## src/rtl/riscv_pkg.sv

```systemverilog
// Shared RV32I datapath definitions.
// Writeback source encodings and register-file geometry.
package riscv_pkg;

    localparam int XLEN       = 32;
    localparam int REG_ADDR_W = 5;

    typedef enum logic [1:0] {
        RESULT_ALU = 2'b00,
        RESULT_MEM = 2'b01,
        RESULT_PC4 = 2'b10,
        RESULT_IMM = 2'b11
    } result_src_e;

endpackage

```

## src/rtl/mux_result4.sv

```systemverilog
// Writeback result selector.
// Picks ALU, load, link or immediate value for commit.
module mux_result4
    import riscv_pkg::*;
#(
    parameter int W = 32
) (
    input  logic [1:0]   sel_i,
    input  logic [W-1:0] alu_i,
    input  logic [W-1:0] mem_i,
    input  logic [W-1:0] pc4_i,
    input  logic [W-1:0] imm_i,
    output logic [W-1:0] y_o
);

    // Pure combinational 4:1 select on the writeback source.
    always_comb begin
        y_o = '0;
        unique case (result_src_e'(sel_i))
            RESULT_ALU: y_o = alu_i;
            RESULT_MEM: y_o = mem_i;
            RESULT_PC4: y_o = pc4_i;
            RESULT_IMM: y_o = imm_i;
        endcase
    end

endmodule

```

## src/rtl/regfile_writeback.sv

```systemverilog
// RV32I integer register file with writeback mux.
// Two bypassable read ports, one debug port, write counter.
module regfile_writeback #(
    parameter int          XLEN        = riscv_pkg::XLEN,
    parameter int          NREGS       = 32,
    parameter bit          BYPASS      = 1'b1,
    parameter logic [31:0] WRCNT_RESET = 32'h0
) (
    input  logic                              clk,
    input  logic                              reset,
    input  logic                              RegWrite,
    input  logic [1:0]                        ResultSrc,
    input  logic [riscv_pkg::REG_ADDR_W-1:0]  A1,
    input  logic [riscv_pkg::REG_ADDR_W-1:0]  A2,
    input  logic [riscv_pkg::REG_ADDR_W-1:0]  A3,
    input  logic [XLEN-1:0]                   ALUResult,
    input  logic [XLEN-1:0]                   ReadData,
    input  logic [XLEN-1:0]                   PCPlus4,
    input  logic [XLEN-1:0]                   ImmExt,
    input  logic [riscv_pkg::REG_ADDR_W-1:0]  DbgAddr,
    output logic [XLEN-1:0]                   RD1,
    output logic [XLEN-1:0]                   RD2,
    output logic [XLEN-1:0]                   Result,
    output logic [XLEN-1:0]                   DbgData,
    output logic [31:0]                       WrCount
);

    import riscv_pkg::*;

    // x0 has no storage; reads of it are forced to zero.
    logic [XLEN-1:0] rf_q [1:NREGS-1];
    logic [31:0]     wr_count_q;
    logic [31:0]     wr_count_d;
    logic            wr_en;
    logic            byp1;
    logic            byp2;

    mux_result4 #(
        .W(XLEN)
    ) u_mux (
        .sel_i(ResultSrc),
        .alu_i(ALUResult),
        .mem_i(ReadData),
        .pc4_i(PCPlus4),
        .imm_i(ImmExt),
        .y_o  (Result)
    );

    function automatic logic [XLEN-1:0] rf_read(
        input logic [REG_ADDR_W-1:0] a
    );
        logic [XLEN-1:0] v;
        v = '0;
        if (a != '0 && int'(a) < NREGS) begin
            v = rf_q[a];
        end
        return v;
    endfunction

    // A commit needs RegWrite and a real (non-x0) destination.
    always_comb begin
        wr_en      = RegWrite && (A3 != '0) && (int'(A3) < NREGS);
        wr_count_d = wr_count_q;
        if (wr_en) begin
            wr_count_d = wr_count_q + 32'd1;
        end
    end

    // Register array and commit counter; reset clears everything.
    always_ff @(posedge clk or posedge reset) begin
        if (reset) begin
            for (int i = 1; i < NREGS; i++) begin
                rf_q[i] <= '0;
            end
            wr_count_q <= WRCNT_RESET;
        end else begin
            if (wr_en) begin
                rf_q[A3] <= Result;
            end
            wr_count_q <= wr_count_d;
        end
    end

    // Read ports, with optional forwarding of the value being written.
    always_comb begin
        byp1    = BYPASS && wr_en && (A1 == A3);
        byp2    = BYPASS && wr_en && (A2 == A3);
        RD1     = byp1 ? Result : rf_read(A1);
        RD2     = byp2 ? Result : rf_read(A2);
        DbgData = rf_read(DbgAddr);
        if (reset) begin
            RD1     = '0;
            RD2     = '0;
            DbgData = '0;
        end
    end

    assign WrCount = wr_count_q;

endmodule

```

## config.mk

```make
export PLATFORM = sky130hd
export DESIGN_NAME = regfile_writeback
export DESIGN_NICKNAME = d
export VERILOG_FILES = /design/src/rtl/riscv_pkg.sv /design/src/rtl/mux_result4.sv /design/src/rtl/regfile_writeback.sv
export SDC_FILE = /design/constraint.sdc
export NUM_CORES = 2
export LEC_CHECK = 0
export CAP_MARGIN = 20
export CORE_UTILIZATION = 35
export CTS_CLUSTER_SIZE = 24
export DETAILED_ROUTE_END_ITERATION = 16
export PLACE_DENSITY_LB_ADDON = 0.08
export REMOVE_ABC_BUFFERS = 1
export SLEW_MARGIN = 20
export SYNTH_ARGS = -nofsm -noshare
export SYNTH_HDL_FRONTEND = slang
export SYNTH_HIERARCHICAL = 1
export SYNTH_SLANG_ARGS = --single-unit
```

## constraint.sdc

```tcl
create_clock -name clk -period 159.1 [get_ports clk]
set_clock_uncertainty 0.15 [all_clocks]
set_input_delay 31.82 -clock clk [delete_from_list [all_inputs] [get_ports clk]]
set_output_delay 31.82 -clock clk [all_outputs]
set_load 0.02 [all_outputs]
```

Yosys cells after proc, flatten, opt, wreduce, memory -nomap -nowiden. Cells that the tools add are included. W data, S select, Z words.

Bits of input ports: 153. Output and inout bits: 160. Word-level logic and storage cells: 77. Register bits: 1024.

Reduce and logical (&&, ||, !) cells: 9. Bitwise logic cells: 4. Magnitude comparators: 5. Multiplexer cells: 21. Eq/ne operators: 5. $add $sub $neg: 1.

Operators by type and width (number): $bwmux W992 (1); $bmux W32 S5 (3); $mux W32 (15); $demux W32 S5 (1); $pmux W32 S4 (1); $add A32 B1 Y32 const B (1); $ge A6 B6 Y1 const B (4); $not A5 Y6 (4); $reduce_bool A5 Y1 (4); $eq A5 B5 Y1 (2); $lt A6 B1 Y1 const B (1); $eq A2 B2 Y1 const B (2); $logic_and A1 B1 Y1 (4); $eq A2 B1 Y1 const B (1); $logic_not A2 Y1 (1).

Longest topological paths before layout.
Word-level depth: 7. Depth in mapped cells: 10. Depth with buffers taken out: 5.

Cells and area by module. Netlist, hierarchy kept.

Modules (own cells, without submodules): regfile_writeback (cells each 4275, instances 1, area an instance 63275.7 µm², seq. area each 25624.6 µm²); mux_result4 (cells each 39, instances 1, area an instance 814.5 µm², seq. area each 0.0 µm²).

Worst setup path before layout. Ideal clock, no wire load.

Kind: input-to-output. Start: in reset. End: out DbgData[10]. Arrival: 64.745 ns. Required time: 127.130 ns. Setup slack: 62.385 ns. Buffers on the path: 2. Stages: 4. Path through: clkbuf_1 -> inv_1 -> clkbuf_1 -> a32o_1.

Cells in the longest elaborated chain, start to end: 1.

Ends and longest elaborated chain: start: declaration (RTL line regfile_writeback.sv:10) `input logic reset,`; $mux W32 (RTL line regfile_writeback.sv:91) `if (reset) begin`; end: declaration (RTL line regfile_writeback.sv:24) `output logic [XLEN-1:0] DbgData,`.

Every way passes these cells.

Final worst setup path.
Start: in A1[1] (netlist bit). End: out RD1[5].

Cells in the longest elaborated chain, start to end: 7. Elaborated cells on any way between the ends: 10. Classes of those cells: eq/ne: 1; mux: 6; bitwise: 1; reduce/logical: 2.

Ends and longest elaborated chain: start: declaration (RTL line regfile_writeback.sv:13) `input logic [riscv_pkg::REG_ADDR_W-1:0] A1,`; $not A5 Y6 (not written as such) (RTL line regfile_writeback.sv:55) `v = rf_q[a];`; $bmux W32 S5 (RTL line regfile_writeback.sv:55); $mux W32 (not written as such) (2 in series) (RTL line regfile_writeback.sv:55); $mux W32 (RTL line regfile_writeback.sv:54) `if (a != '0 && int'(a) < NREGS) begin`; $mux W32 * (RTL line regfile_writeback.sv:88) `RD1 = byp1 ? Result : rf_read(A1);`; $mux W32 * (RTL line regfile_writeback.sv:91); end: declaration (RTL line regfile_writeback.sv:21) `output logic [XLEN-1:0] RD1,`.

Mark *: on every way between the ends. The rest lies on a longest branch, timed or not. The select of a mux whose other input is x is not followed.

==> impl_results.md <==
- Routed WL per cell: ~37 um
- RSZ-0062 raised after global routing: no
- R2r endpoint: WrCount[27]$_DFFE_PP0P_
- Number of max-cap violations: 0
- Seq/Total Area, Yosys: 40.0%
- Final setup fails: 0
- Cell Rows: 156
- CP arrival: 37.00 ns
- Status: complete, no violations
- Setup WS post-layout: 90.13 ns
- Initial core utilization: a little over a third
- Dominant synthesized flop cell: dfrtp_1
- Origin of the critical flop-to-flop path: WrCount[8]$_DFFE_PP0P_
- Leak pwr: approximately 30 nW
- Max Freq: about 0.014 GHz
- Detailed Place HPWL: 142000 um
- Critical Path Source: A1[1]
- Top-count cell post-synth: dfrtp_1
- Clock Latency Late Sink: between 0.7 and 0.8 ns
- Routability cong.: 0.781
- Post-synth EDFFs: 0
- Max-slew headroom: 13.8%
- Hold Vio Cnt, Final: 0
- Reg2reg setup slack: 156.77 ns
- Clock H-tree levels: 3
- Post-synth top cells: 1024 x dfrtp_1, 884 x mux2_2, 779 x mux4_2
- Chip width: around 430 um
- Die area: 185000 sq um
- Synth top area share: 40.0%
- YS warnings: 6
- Area of the mapped netlist: around 64000 sq um
- Nets: 4539
- CTS buffer count: 121
- Seq cells post-synth: roughly 1000
- Synth area leader: dfrtp_1
- Crit-path max FO: 54
- First-pass GRT wire length: 359000 um
- IO Pins: 313
- Area Growth Syn to Fin: 14.6%
- Post-Route WL: approximately 250000 um
- Total grt overflow: 0
- Syn Area/Cell: 14.9 sq um
- Critical path type: in2out
- Final Util: around two fifths
- Post-CTS setup buffers: 0
- Pre-CTS worst setup slack: 90.22 ns
- Largest net degree at the start of global routing: roughly 150
- Clock-pin slew on the worst setup and hold paths: 0.06 ns
- GRT Util Overall: 27.3%
- Post-synthesis async set-or-reset flop share: 100%
- DRC Markers: 0
- Hold_ws: around 0.32 ns
- Critical path data required time: ~130 ns
- Cells after DPL: 6631
- Hold Path Cell Cnt: 1
- CTS tree: done
- CP Capture Type: output pin
- P per Cell Area: 12.5 nW/um^2
- CTS Buffer Depth: 3
- Cells after Synth: 4314
- Vias in the first global route: 44656
- Unique cell type count in the Yosys netlist: 63
- CTS root buf: clkbuf_16
- Area contributors post-synth: dfrtp_1 40%, mux4_2 27%, mux2_2 16%, mux2_1 4.3%, mux2i_1 2.0%
- Crit share post-route: 43.3%
- Initial antenna violation count: 7
- Min-Delay Path Class: reg2reg
- Reg2Reg Depth: 5
- CP endpoint: RD1[5]
- Clock sink count: roughly 1000
- PortBufs: around 310
- Drt first pass iters: 5
- Cts hold-fix bufs: 0
- Setup TNS: 0 ns
- ANT nets after route: 0
- Max rail drop VDD: 0.00000975 V
- Fin crit period: 68.97 ns
- Die Y: roughly 430 um
- Post-Layout Cell Count: 6865
- Core Area: 181000 sq um
- Vias: 43619
- Vias/cell: 6.35
- Max Slew Vio Count: 0
- Post-cts resize count: 0
- DRT iter0 DRCs: 3820
- Proportion of layout cells with a drive suffix above 1: 46.0%
- CP Launch Type: input pin
- Worst Max-Slew Pin Slew: 1.29 ns
## cell type report
class	instances	area [sq um]
Clock inverter	52	651
Antenna cell	4	10.0
Clock buffer	177	3550
Fill cell	16584	108000
Multi-Input combinational cell	2786	36400
Inverter	16	70.1
Sequential cell	1024	25600
Timing Repair Buffer	436	4180
Tap cell	2370	2970
## cell families after synthesis
group,share of synthesized area (%)
compound gates,3.65
xor+xnor,0.560
fa+ha+maj,0.0195
buf+inv,3.75
flops,40.0
mux,49.3
simple gates,2.78
## power by group
part           total, W  internal, W  switching (W)
Sequential     0.000375     0.000318      0.0000573
Combinational  0.000246     0.000147      0.0000989
Clock          0.000297     0.000175       0.000122
## sequential cells by signal (all words and copies together) (netlist names)
signal and flops:
rf_q 992, WrCount 32
## per-stage QoR
| step | cell area (sq um) | total power [W] |
|---|---|---|
| global placement | 69100 | 0.000621 |
| floorplan | 61700 | 0.000533 |
| detailed placement | 69200 | 0.000624 |
| global route | 73400 | 0.000960 |
| CTS | 73400 | 0.000925 |
| finish | 73400 | 0.000918 |
## worst max-delay path, cell delays in order
cell	delay [ns]
buf_8	0.28
buf_4	0.57
buf_4	0.49
buf_4	0.81
buf_4	0.80
mux2_2	0.41
a22o_1	0.17
mux4_2	0.47
a22oi_1	0.24
nand2_1	0.10
clkdlybuf4s50_1	0.55
## routing by layer
| metal | global-route usage (%) | wire, um |
|---|---|---|
| met4 | 9.42 | 8540 |
| met5 | 0.260 | 80 |
| met3 | 4.40 | 15200 |
| met1 | 37.5 | 108000 |
| met2 | 43.8 | 120000 |
## how the worst min path moves through the flow
stage                                  from                       to  slack (ns)
floorplan             rf_q[289]$_DFFE_PP0P_    rf_q[289]$_DFFE_PP0P_        0.34
global placement    WrCount[31]$_DFFE_PP0P_  WrCount[31]$_DFFE_PP0P_        0.31
detailed placement  WrCount[31]$_DFFE_PP0P_  WrCount[31]$_DFFE_PP0P_        0.32
CTS                 WrCount[31]$_DFFE_PP0P_  WrCount[31]$_DFFE_PP0P_        0.32
global route        WrCount[31]$_DFFE_PP0P_  WrCount[31]$_DFFE_PP0P_        0.36
finish              WrCount[31]$_DFFE_PP0P_  WrCount[31]$_DFFE_PP0P_        0.32
## cells in the final DEF (no fill, tap or decap), drive strengths merged, types with 63 or more instances in the layout
master / Yosys / routed
buf: 293 / 140
mux2: 1129 / 1129
nor3: 63 / 63
nor2: 91 / 91
mux2i: 126 / 126
mux4: 781 / 781
dfrtp: 1024 / 1024
clkdlybuf4s50: 0 / 296
clkbuf: 195 / 177
nand2: 154 / 154
Power figures use the tool's default switching activity.
